<file path="src/rtl/ysyx_22040127_pkg.sv">
// Shared types and constants for the ysyx_22040127 instruction-fetch unit.
package ysyx_22040127_pkg;

  typedef enum logic {
    RUN  = 1'b0,
    HALT = 1'b1
  } ifu_state_e;

  localparam logic [31:0] RESET_PC_DEF = 32'h8000_0000;
  localparam int          INST_W       = 32;

endpackage

</file>
<file path="src/rtl/ysyx_22040127_fifo.sv">
// In-order instruction FIFO: registered output, flush clears everything and wins over push/pop.
module ysyx_22040127_fifo #(
  parameter int WIDTH = 64,
  parameter int DEPTH = 4,
  localparam int AW = $clog2(DEPTH),
  localparam int CW = AW + 1
) (
  input  logic             clk,
  input  logic             rst_n,
  input  logic             push,
  input  logic             pop,
  input  logic             flush,
  input  logic [WIDTH-1:0] din,
  output logic [WIDTH-1:0] dout,
  output logic             full,
  output logic             empty,
  output logic [CW-1:0]    count
);

  logic [WIDTH-1:0] r_mem [DEPTH];
  logic [AW-1:0]    r_wr_ptr;
  logic [AW-1:0]    r_rd_ptr;
  logic [CW-1:0]    r_count;
  logic             w_do_push;
  logic             w_do_pop;

  assign w_do_push = push && !flush;
  assign w_do_pop  = pop && !empty && !flush;

  always_ff @(posedge clk or negedge rst_n) begin
    if (!rst_n) begin
      r_wr_ptr <= '0;
      r_rd_ptr <= '0;
      r_count  <= '0;
    end else if (flush) begin
      r_wr_ptr <= '0;
      r_rd_ptr <= '0;
      r_count  <= '0;
    end else begin
      if (w_do_push) r_wr_ptr <= r_wr_ptr + AW'(1);
      if (w_do_pop)  r_rd_ptr <= r_rd_ptr + AW'(1);
      r_count <= r_count + CW'(w_do_push) - CW'(w_do_pop);
    end
  end

  // Storage needs no reset: dout is only consumed while the FIFO is non-empty.
  always_ff @(posedge clk) begin
    if (w_do_push) r_mem[r_wr_ptr] <= din;
  end

  assign dout  = r_mem[r_rd_ptr];
  assign full  = (r_count == CW'(DEPTH));
  assign empty = (r_count == '0);
  assign count = r_count;

endmodule

</file>
<file path="src/rtl/ysyx_22040127_ifu.sv">
// Instruction fetch unit: pipelined fetch over a valid/ready bus into an in-order FIFO.
// state | meaning
// RUN   | issuing requests and delivering instructions to decode
// HALT  | ebreak retired; FIFO empty, late responses absorbed, left only by reset
module ysyx_22040127_ifu
  import ysyx_22040127_pkg::*;
#(
  parameter int                ADDR_W   = 32,
  parameter int                BUS_W    = 64,
  parameter int                DEPTH    = 4,
  parameter logic [ADDR_W-1:0] RESET_PC = ADDR_W'(RESET_PC_DEF)
) (
  input  logic              clk,
  input  logic              rst,
  output logic              mem_req_valid,
  input  logic              mem_req_ready,
  output logic [ADDR_W-1:0] mem_req_addr,
  input  logic              mem_rsp_valid,
  input  logic [BUS_W-1:0]  mem_rsp_data,
  input  logic              redirect_valid,
  input  logic [ADDR_W-1:0] redirect_pc,
  input  logic              halt_req,
  output logic              halted,
  output logic              inst_valid,
  input  logic              inst_ready,
  output logic [INST_W-1:0] inst,
  output logic [ADDR_W-1:0] inst_pc
);

  localparam int CW = $clog2(DEPTH) + 1;
  localparam int FW = ADDR_W + INST_W;

  ifu_state_e        r_state;
  ifu_state_e        w_state_nxt;
  logic [ADDR_W-1:0] r_fetch_pc;
  logic [ADDR_W-1:0] r_rsp_pc;
  logic [CW-1:0]     r_outstanding;
  logic [CW-1:0]     r_drop_cnt;
  logic [ADDR_W-1:0] w_redir_pc;
  logic [CW-1:0]     w_count;
  logic [CW:0]       w_inflight;
  logic              w_run;
  logic              w_redirect;
  logic              w_req_fire;
  logic              w_keep;
  logic              w_flush;
  logic              w_pop;
  logic              w_full;
  logic              w_empty;
  logic [INST_W-1:0] w_word;
  logic [FW-1:0]     w_fifo_din;
  logic [FW-1:0]     w_fifo_dout;

  assign w_run      = (r_state == RUN);
  assign w_redirect = w_run && redirect_valid && !halt_req;
  assign w_redir_pc = redirect_pc & ~ADDR_W'(3);

  // Credits cover both in-flight requests and buffered words, so a response always has a slot.
  assign w_inflight    = {1'b0, r_outstanding} + {1'b0, w_count};
  assign mem_req_valid = rst && w_run && !redirect_valid && !halt_req
                         && (w_inflight < (CW+1)'(DEPTH));
  assign mem_req_addr  = r_fetch_pc;
  assign w_req_fire    = mem_req_valid && mem_req_ready;

  assign w_keep  = mem_rsp_valid && w_run && !redirect_valid && !halt_req
                   && (r_drop_cnt == '0);
  assign w_flush = w_run && (redirect_valid || halt_req);
  assign w_word  = (BUS_W > INST_W && r_rsp_pc[2]) ? mem_rsp_data[BUS_W-1 -: INST_W]
                                                    : mem_rsp_data[INST_W-1:0];
  assign w_fifo_din = {r_rsp_pc, w_word};

  assign inst_valid = rst && w_run && !w_empty;
  assign w_pop      = inst_valid && inst_ready;
  assign inst       = inst_valid ? w_fifo_dout[INST_W-1:0] : '0;
  assign inst_pc    = inst_valid ? w_fifo_dout[FW-1:INST_W] : RESET_PC;
  assign halted     = (r_state == HALT);

  always_comb begin
    w_state_nxt = r_state;
    case (r_state)
      RUN:     if (halt_req) w_state_nxt = HALT;
      HALT:    w_state_nxt = HALT;
      default: w_state_nxt = RUN;
    endcase
  end

  always_ff @(posedge clk or negedge rst) begin
    if (!rst) begin
      r_state       <= RUN;
      r_fetch_pc    <= RESET_PC;
      r_rsp_pc      <= RESET_PC;
      r_outstanding <= '0;
      r_drop_cnt    <= '0;
    end else begin
      r_state       <= w_state_nxt;
      r_outstanding <= r_outstanding + CW'(w_req_fire) - CW'(mem_rsp_valid);
      if (w_redirect) begin
        // Everything still in flight after this cycle belongs to the old path.
        r_fetch_pc <= w_redir_pc;
        r_rsp_pc   <= w_redir_pc;
        r_drop_cnt <= r_outstanding + CW'(w_req_fire) - CW'(mem_rsp_valid);
      end else begin
        if (w_req_fire) r_fetch_pc <= r_fetch_pc + ADDR_W'(4);
        if (w_keep)     r_rsp_pc   <= r_rsp_pc + ADDR_W'(4);
        if (mem_rsp_valid && r_drop_cnt != '0) r_drop_cnt <= r_drop_cnt - CW'(1);
      end
    end
  end

  ysyx_22040127_fifo #(
    .WIDTH (FW),
    .DEPTH (DEPTH)
  ) u_fifo (
    .clk   (clk),
    .rst_n (rst),
    .push  (w_keep),
    .pop   (w_pop),
    .flush (w_flush),
    .din   (w_fifo_din),
    .dout  (w_fifo_dout),
    .full  (w_full),
    .empty (w_empty),
    .count (w_count)
  );

  a_no_overflow: assert property (@(posedge clk) disable iff (!rst) !(w_keep && w_full));

endmodule
</file>
<file path="config.mk">
export PLATFORM = sky130hd
export DESIGN_NAME = ysyx_22040127_ifu
export DESIGN_NICKNAME = d
export VERILOG_FILES = /design/src/rtl/ysyx_22040127_pkg.sv /design/src/rtl/ysyx_22040127_fifo.sv /design/src/rtl/ysyx_22040127_ifu.sv
export SDC_FILE = /design/constraint.sdc
export NUM_CORES = 1
export LEC_CHECK = 0
export ABC_AREA = 1
export ABC_CLOCK_PERIOD_IN_PS = 4100
export CAP_MARGIN = 10
export CORE_ASPECT_RATIO = 0.7
export CORE_MARGIN = 2
export CORE_UTILIZATION = 40
export DETAILED_ROUTE_END_ITERATION = 6
export GPL_TIMING_DRIVEN = 0
export PLACE_DENSITY = 0.7
export SLEW_MARGIN = 25
export SYNTH_ARGS = -nofsm -noshare
export SYNTH_HDL_FRONTEND = slang
export SYNTH_SLANG_ARGS = --single-unit
</file>
<file path="constraint.sdc">
create_clock -name clk -period 4.1 [get_ports clk]
set_input_delay 1.23 -clock clk [delete_from_list [all_inputs] [get_ports clk]]
set_output_delay 1.23 -clock clk [all_outputs]
set_load 0.01 [all_outputs]
</file>
==> results by group, run 1 <==
Die
  – Core area: approximately 37000 sq um
  – Die X: approximately 240 um
  – Die Ht: 167 um
  – Initial Utilization: between 40% and 50%
  – Ports: 202
  – Row count: 59
  – Die area: 39500 sq um

Timing
  – Final Hold Fails: 0
  – Skew final: 0.0139 ns
  – Hold WS: 0.467 ns
  – Slew @ Worst Pin: about 0.86 ns
  – Slew HR: 42.6%
  – RSZ-0062 raised after global routing: no
  – Fmax: 0.247 GHz
  – Tcrit/Tclk final: 98.7%
  – Post-layout min period: 4.04 ns
  – Final setup vio count: 0
  – Max Slew Vio Count: 0
  – TNS Setup: 0 ns

Global routing
  – Initial antenna violation count: 2
  – Largest net degree at the start of global routing: 30
  – GRT Total Usage: 21.9%
  – First-pass GRT wire length: 67100 um
  – Total gr overflow: 0
  – Vias in the first global route: 11900

Logic synthesis
  – Mux cell area share after synthesis: 0%
  – Area leader, netlist: edfxtp_1
  – Post-synth top cells: nor2_1 (416), nand2_1 (301), edfxtp_1 (248), o21ai_0 (145), nand3_1 (97)
  – Ys async rst share: 23.0%
  – Yosys warnings: 0
  – Post-synthesis sequential area ratio: ~60%
  – Largest family of logic cells by synthesized area: simple AND/OR/NAND/NOR gates
  – Seq cells post-synth: 322
  – Top cells by area, synth: edfxtp_1 (49%), dfrtp_1 (12%), nor2_1 (10%)
  – Most frequent cell after synthesis: nor2_1
  – Area of the mapped netlist: 15200 sq um
  – Synth Area in Adders: approximately 1.4%
  – Number of synthesized flops with an enable pin: 248
  – Post-Synth XOR/XNOR Area: 0.404%
  – Main synth FF type: edfxtp_1
  – Yosys top cell area share: 49.1%
  – Syn avg cell area: 9.23 sq um
  – Compound-Gate Fraction of Synth Area: 9.10%
  – Syn Inst Count: 1645
  – Distinct cell type count after synthesis: 41
  – Synth Area in Simple Gates: a little under a quarter

Final layout
  – Sequential cell area: 9300 sq um
  – NumNets Final: 2015
  – # fillers: 3308
  – Layout cells sized above 1: 8.43%
  – Area growth syn-to-layout: 27.1%
  – Multi-input logic area: 5260 sq um

Detailed routing
  – Total wire length: 43900 um
  – Via density: 5.21
  – Vias: roughly 13000
  – Drt first-iter violations: 1283
  – First-pass DRT Iterations: 7
  – Avg WL per Cell: 18.2 um
  – Post-route ant nets: 0
  – Remaining DRCs: 0

Critical path
  – R2r setup slk: around 1.1 ns
  – Startpoint class of the critical path: input pin
  – CP Max Fanout: 3
  – Crit path arrival time: around 2.8 ns
  – Worst Path Required: 2.87 ns
  – CP endpoint kind: output pin
  – CP Capture Point: mem_req_valid
  – Beginning of the critical path: redirect_valid
  – Worst R2R End: r_drop_cnt[2]
  – RR Startpoint: r_outstanding[1]
  – WS Path Type: in -> out
  – Depth of the most critical reg-to-reg path: 15

Pwr
  – Max IR drop VDD: 0.335 mV
  – Power per cell area: 397 nW/um^2
  – Pleak: between 0.007 and 0.008 uW

Placed design
  – Placer Congestion: 0.936
  – HPWL Detailed: 31100 um
  – Input/output buffers: 195

CTS
  – Hold-fix buffers at CTS: 0
  – Max H-tree Level: 1
  – CTS root buffer: clkbuf_16
  – Worst-path clk slew: 0.06 ns
  – CTS tree: yes
  – TritonCTS Buffers: 31
  – Worst-Skew Late Latency: approximately 0.58 ns
  – Clock tree buffer depth: 3
  – Clock sinks: around 320

Run
  – Max_cap viols: 0

Outcome
  – Status: complete, no violations

Hold path
  – Hold Path Class: in -> async
==> through the flow <==
step / area [sq um] / utilization, % / worst slack (ns) / power [uW] / cells
5_1_grt: 19300 / 51.7 / 0.0283 / 7950 / 2409
3_5_place_dp: 18100 / 48.5 / -0.899 / 4850 / 2344
2_1_floorplan: 15200 / - / -0.719 / 4410 / 1648
3_3_place_gp: 17800 / 47.6 / -3.59 / 4800 / 2331
4_1_cts: 19300 / 51.7 / -0.100 / 7680 / 2409
6_report: 19300 / 51.7 / 0.0552 / 7650 / 2410
==> worst max-delay path, stage by stage <==
cell,delay (ns)
clkdlybuf4s50_1,0.49
nor2_2,0.17
nand3_1,0.13
nor2_4,0.21
clkdlybuf4s50_1,0.58
==> what timing repair did <==
item	in CTS	in global routing
gates resized for setup	104	14
endpoints found under the setup margin	64	10
gates cloned	2	0
buffers inserted	5	0
pin swaps	1	1
==> worst min-delay path by stage <==
stage / to / depth (start not counted) / slack (ns) / startpoint
after floorplan: r_outstanding[0] / 1 / 0.50 / r_outstanding[0]
after global placement: mem_req_addr[31] / 2 / 0.52 / mem_req_addr[31]
after detailed placement: r_outstanding[0] / 1 / 0.54 / r_outstanding[0]
after CTS: r_rsp_pc[21] / 1 / 0.45 / rst
after global routing: r_rsp_pc[21] / 1 / 0.46 / rst
final: r_rsp_pc[21] / 1 / 0.47 / rst
==> area by class of cell <==
| class | instances | area share [%] |
|---|---|---|
| inverter | 101 | 1.97 |
| clock inverter | 22 | 1.02 |
| tap | 488 | 3.17 |
| clock buffer | 36 | 4.12 |
| sequential | 322 | 48.2 |
| antenna | 1 | 0.0130 |
| multi-input combinational | 1146 | 27.2 |
| timing repair buffer | 215 | 12.0 |
| buffer | 79 | 2.28 |
==> logic make-up (layout without fill, tap and decap cells) <==
group	count (synthesis)	in the layout
other	1	5
adder cells (fa/ha/maj)	16	16
flip-flops	322	322
AO/OA/AOI/OAI	264	264
XOR/XNOR	7	7
buffers and inverters	180	453
AND/OR/NAND/NOR	855	855
==> sequential cells by signal (all words and copies together), names as in the netlist <==
name,flops
u_fifo.r_mem,248
mem_req_addr,30
r_rsp_pc,30
r_drop_cnt,3
r_outstanding,3
u_fifo.count,3
u_fifo.r_rd_ptr,2
u_fifo.r_wr_ptr,2
halted,1
==> per-layer routing <==
layer	share of wire, %	global-route usage (%)
met1	44	32.1
met2	44	33.4
met3	8.8	3.99
met4	2.4	5.75
met5	0.027	0
==> cell usage in the layout, fill, tap and decap left out, types with 4 or more instances in the layout <==
cell type        Yosys  layout
nor2_1             416     411
nand2_1            301     301
edfxtp_1           248     248
o21ai_0            145     145
clkdlybuf4s50_1      0     132
nand3_1             97      97
inv_1               93      93
a21oi_1             93      74
dfrtp_1             72      72
dlygate4sd2_1        0      57
clkbuf_1            45      41
clkbuf_16            0      31
a21oi_2              4      21
buf_2               16      14
buf_4                8      14
ha_1                14      14
clkinv_1             1      10
a31oi_1             10      10
nor2_2               9       9
buf_16               0       9
nor2_4               2       7
nor3_1               7       7
inv_2                7       7
clkbuf_2             0       7
buf_1                6       6
nand4_1              6       6
o211ai_1             6       6
xor2_1               5       5
clkinv_2             0       5
and2_1               4       4
clkbuf_8             0       4
conb_1               1       4
buf_12               0       4
==> power by group <==
group | internal, uW | switching (uW) | leakage (uW)
logic | 396 | 544 | 0.00404
registers | 3690 | 187 | 0.00317
clock network | 1580 | 1250 | 0.000479
(Power assumes the default switching activity.)
==> run 2: changes to the inputs <==
Settings changed: CORE_UTILIZATION 40 to 50, PLACE_DENSITY 0.7 to 0.83.
==> results by group, run 2 (synthesized netlist as in run 1, its figures left out) <==
Outcome
  – Status: complete, no violations

Critical path
  – CP endpoint kind: output pin
  – Crit path arrival time: 2.81 ns (about the same)
  – Worst Path Required: 2.87 ns (about the same)
  – Startpoint class of the critical path: input pin
  – CP Max Fanout: 16 (+13)
  – WS Path Type: in -> out

Timing
  – Post-layout min period: 4.04 ns (-0.00809 ns)
  – Slew @ Worst Pin: 0.827 ns (-0.0334 ns)
  – Max Slew Vio Count: 0 (unchanged)
  – Final Hold Fails: 0 (unchanged)
  – Skew final: 0.0241 ns (+0.0101 ns)
  – Fmax: 0.248 GHz (+0.20%)
  – Hold WS: 0.467 ns (-0.0000520 ns)
  – Final setup vio count: 0 (unchanged)
  – Slew HR: 44.8% (+2.2 points)
  – Tcrit/Tclk final: 98.5% (-0.20 points)

Die
  – Die X: 212 um (-10%)
  – Row count: 53 (-10%)
  – Ports: 202 (unchanged)
  – Core area: 30000 sq um (-20%)
  – Initial Utilization: 50.6% (+9.9 points)
  – Die Ht: 150 um (-10%)
  – Die area: 31800 sq um (-20%)

Pwr
  – Pleak: 0.00790 uW (+2.7%)
  – Switching Fraction: 26.1% (+0.17 points)
  – Tot Pwr: 7590 uW (-0.78%)
  – Seq pwr share: 51.1% (+0.4 points)
  – Max IR drop VDD: 0.372 mV (+11%)
  – Switch Pwr: 1980 uW (-0.13%)
  – Clk pwr share: 36.4% (-0.6 points)
  – Power per cell area: 395 nW/um^2 (-0.32%)
  – P_int: 5610 uW (-1.0%)
  – Comb power frac: 12.5% (+0.2 points)

CTS
  – Worst-path clk slew: 0.07 ns (about the same)
  – Clock tree buffer depth: 3 (unchanged)
  – CTS root buffer: clkbuf_16
  – Clock sinks: 322 (unchanged)
  – CTS tree: yes
  – TritonCTS Buffers: 31 (unchanged)
  – Worst-Skew Late Latency: 0.58 ns (about the same)
  – Max H-tree Level: 1 (unchanged)

Global routing
  – Largest net degree at the start of global routing: 24 (-20%)
  – Initial antenna violation count: 1 (-1)
  – GRT Total Usage: 28.0% (+6.1 points)
  – First-pass GRT wire length: 68300 um (+1.8%)
  – Vias in the first global route: 12400 (+4.1%)
  – Total gr overflow: 0 (unchanged)

Placed design
  – Input/output buffers: 195 (unchanged)
  – HPWL Detailed: 30800 um (-0.84%)
  – Placer Congestion: 0.925 (-1.2%)

Final layout
  – Post-Route Utilization: 64.1% (+12 points)
  – Layout cells sized above 1: 7.88% (-0.55 points)
  – Area growth syn-to-layout: 26.5%
  – Largest Register: u_fifo.r_mem
  – Commonest non-fill, non-tap cell in the layout: nor2_1
  – Max reg flops: 248 (unchanged)
  – Multi-input logic area: 5240 sq um (-0.38%)
  – Most frequent cells in the layout: nor2_1 (411), nand2_1 (301), edfxtp_1 (248), o21ai_0 (145), clkdlybuf4s50_1 (140)
  – # fillers: 2358 (-29%)
  – NumNets Final: 2011 (-0.20%)
  – Sequential cell area: 9300 sq um (unchanged)

Detailed routing
  – Post-route ant nets: 0 (unchanged)
  – Vias: 13000 (+3.4%)
  – Avg WL per Cell: 19.1 um (+5.0%)
  – First-pass DRT Iterations: 6 (-1)
  – Total wire length: 44600 um (+1.5%)
  – Drt first-iter violations: 1565 (+22%)
  – Remaining DRCs: 0 (unchanged)
  – Via density: 5.57 (+7.0%)

Hold path
  – Hold Path Class: in -> async

Run
  – Max_cap viols: 0 (unchanged)
run 2: power groups by stage:
stage               clock [uW]  combinational, uW  sequential, uW
detailed placement           0                904            3940
finish                    2760                950            3880
CTS                       2770                937            3870
global placement             0                853            3930
global route              2900               1060            3900
floorplan                    0                521            3890
run 2: worst max-delay path: stages:
cell and delay (ns):
buf_16 0.14, buf_16 0.16, inv_1 0.06, nor2_2 0.15, o21ai_4 0.14, clkbuf_8 0.20
a21oi_2 0.15, clkdlybuf4s50_1 0.56
run 2: final cells by class:
cell class                      count  area share [%]
Clock inverter                     17           0.775
Timing Repair Buffer              211            12.3
Inverter                          101            1.97
Antenna cell                        1          0.0130
Sequential cell                   322            48.4
Tap cell                          412            2.68
Clock buffer                       40            4.22
Multi-Input combinational cell   1146            27.3
Buffer                             79            2.28
run 2: worst paths after layout:
kind                                   from          endpoint  slack [ns]  cells past startpoint
max                                     rst          inst[20]        0.06                      8
min reg2reg                mem_req_addr[31]  mem_req_addr[31]        0.52                      2
max in group asynchronous               rst  mem_req_addr[27]        3.14                      2
max reg2reg                r_outstanding[1]     r_drop_cnt[1]        1.14                     14
min in group clk           mem_req_addr[31]  mem_req_addr[31]        0.52                      2
min                                     rst      r_rsp_pc[23]        0.47                      1
run 2: repair_timing:
| item | in CTS | in global routing |
|---|---|---|
| setup buffers | 1 | 1 |
| cloned | 3 | 0 |
| gates resized for setup | 76 | 22 |
| hold buffers | 0 | 0 |
| pin swaps | 1 | 0 |
| endpoints found under the setup margin | 64 | 25 |
run 2: per-layer routing:
metal	global-route usage, %	routed length, um	vias to the layer above
met1	40.6	18500	6179
met2	44.0	20400	745
met3	5.27	4900	61
met4	6.64	803	2
li1	-	-	5990
met5	0	15	-
run 2: through the flow:
| step | instances | setup slack, ns | instance area (sq um) | TNS (ns) |
|---|---|---|---|---|
| detailed placement | 2266 | -0.886 | 18000 | -40.53 |
| global route | 2328 | -0.00915 | 19200 | -0.0151 |
| CTS | 2327 | -0.00431 | 19100 | -0.00890 |
| finish | 2329 | 0.0633 | 19200 | 0 |
| floorplan | 1648 | -0.719 | 15200 | -178.25 |
| global placement | 2255 | -3.50 | 17700 | -1135.29 |
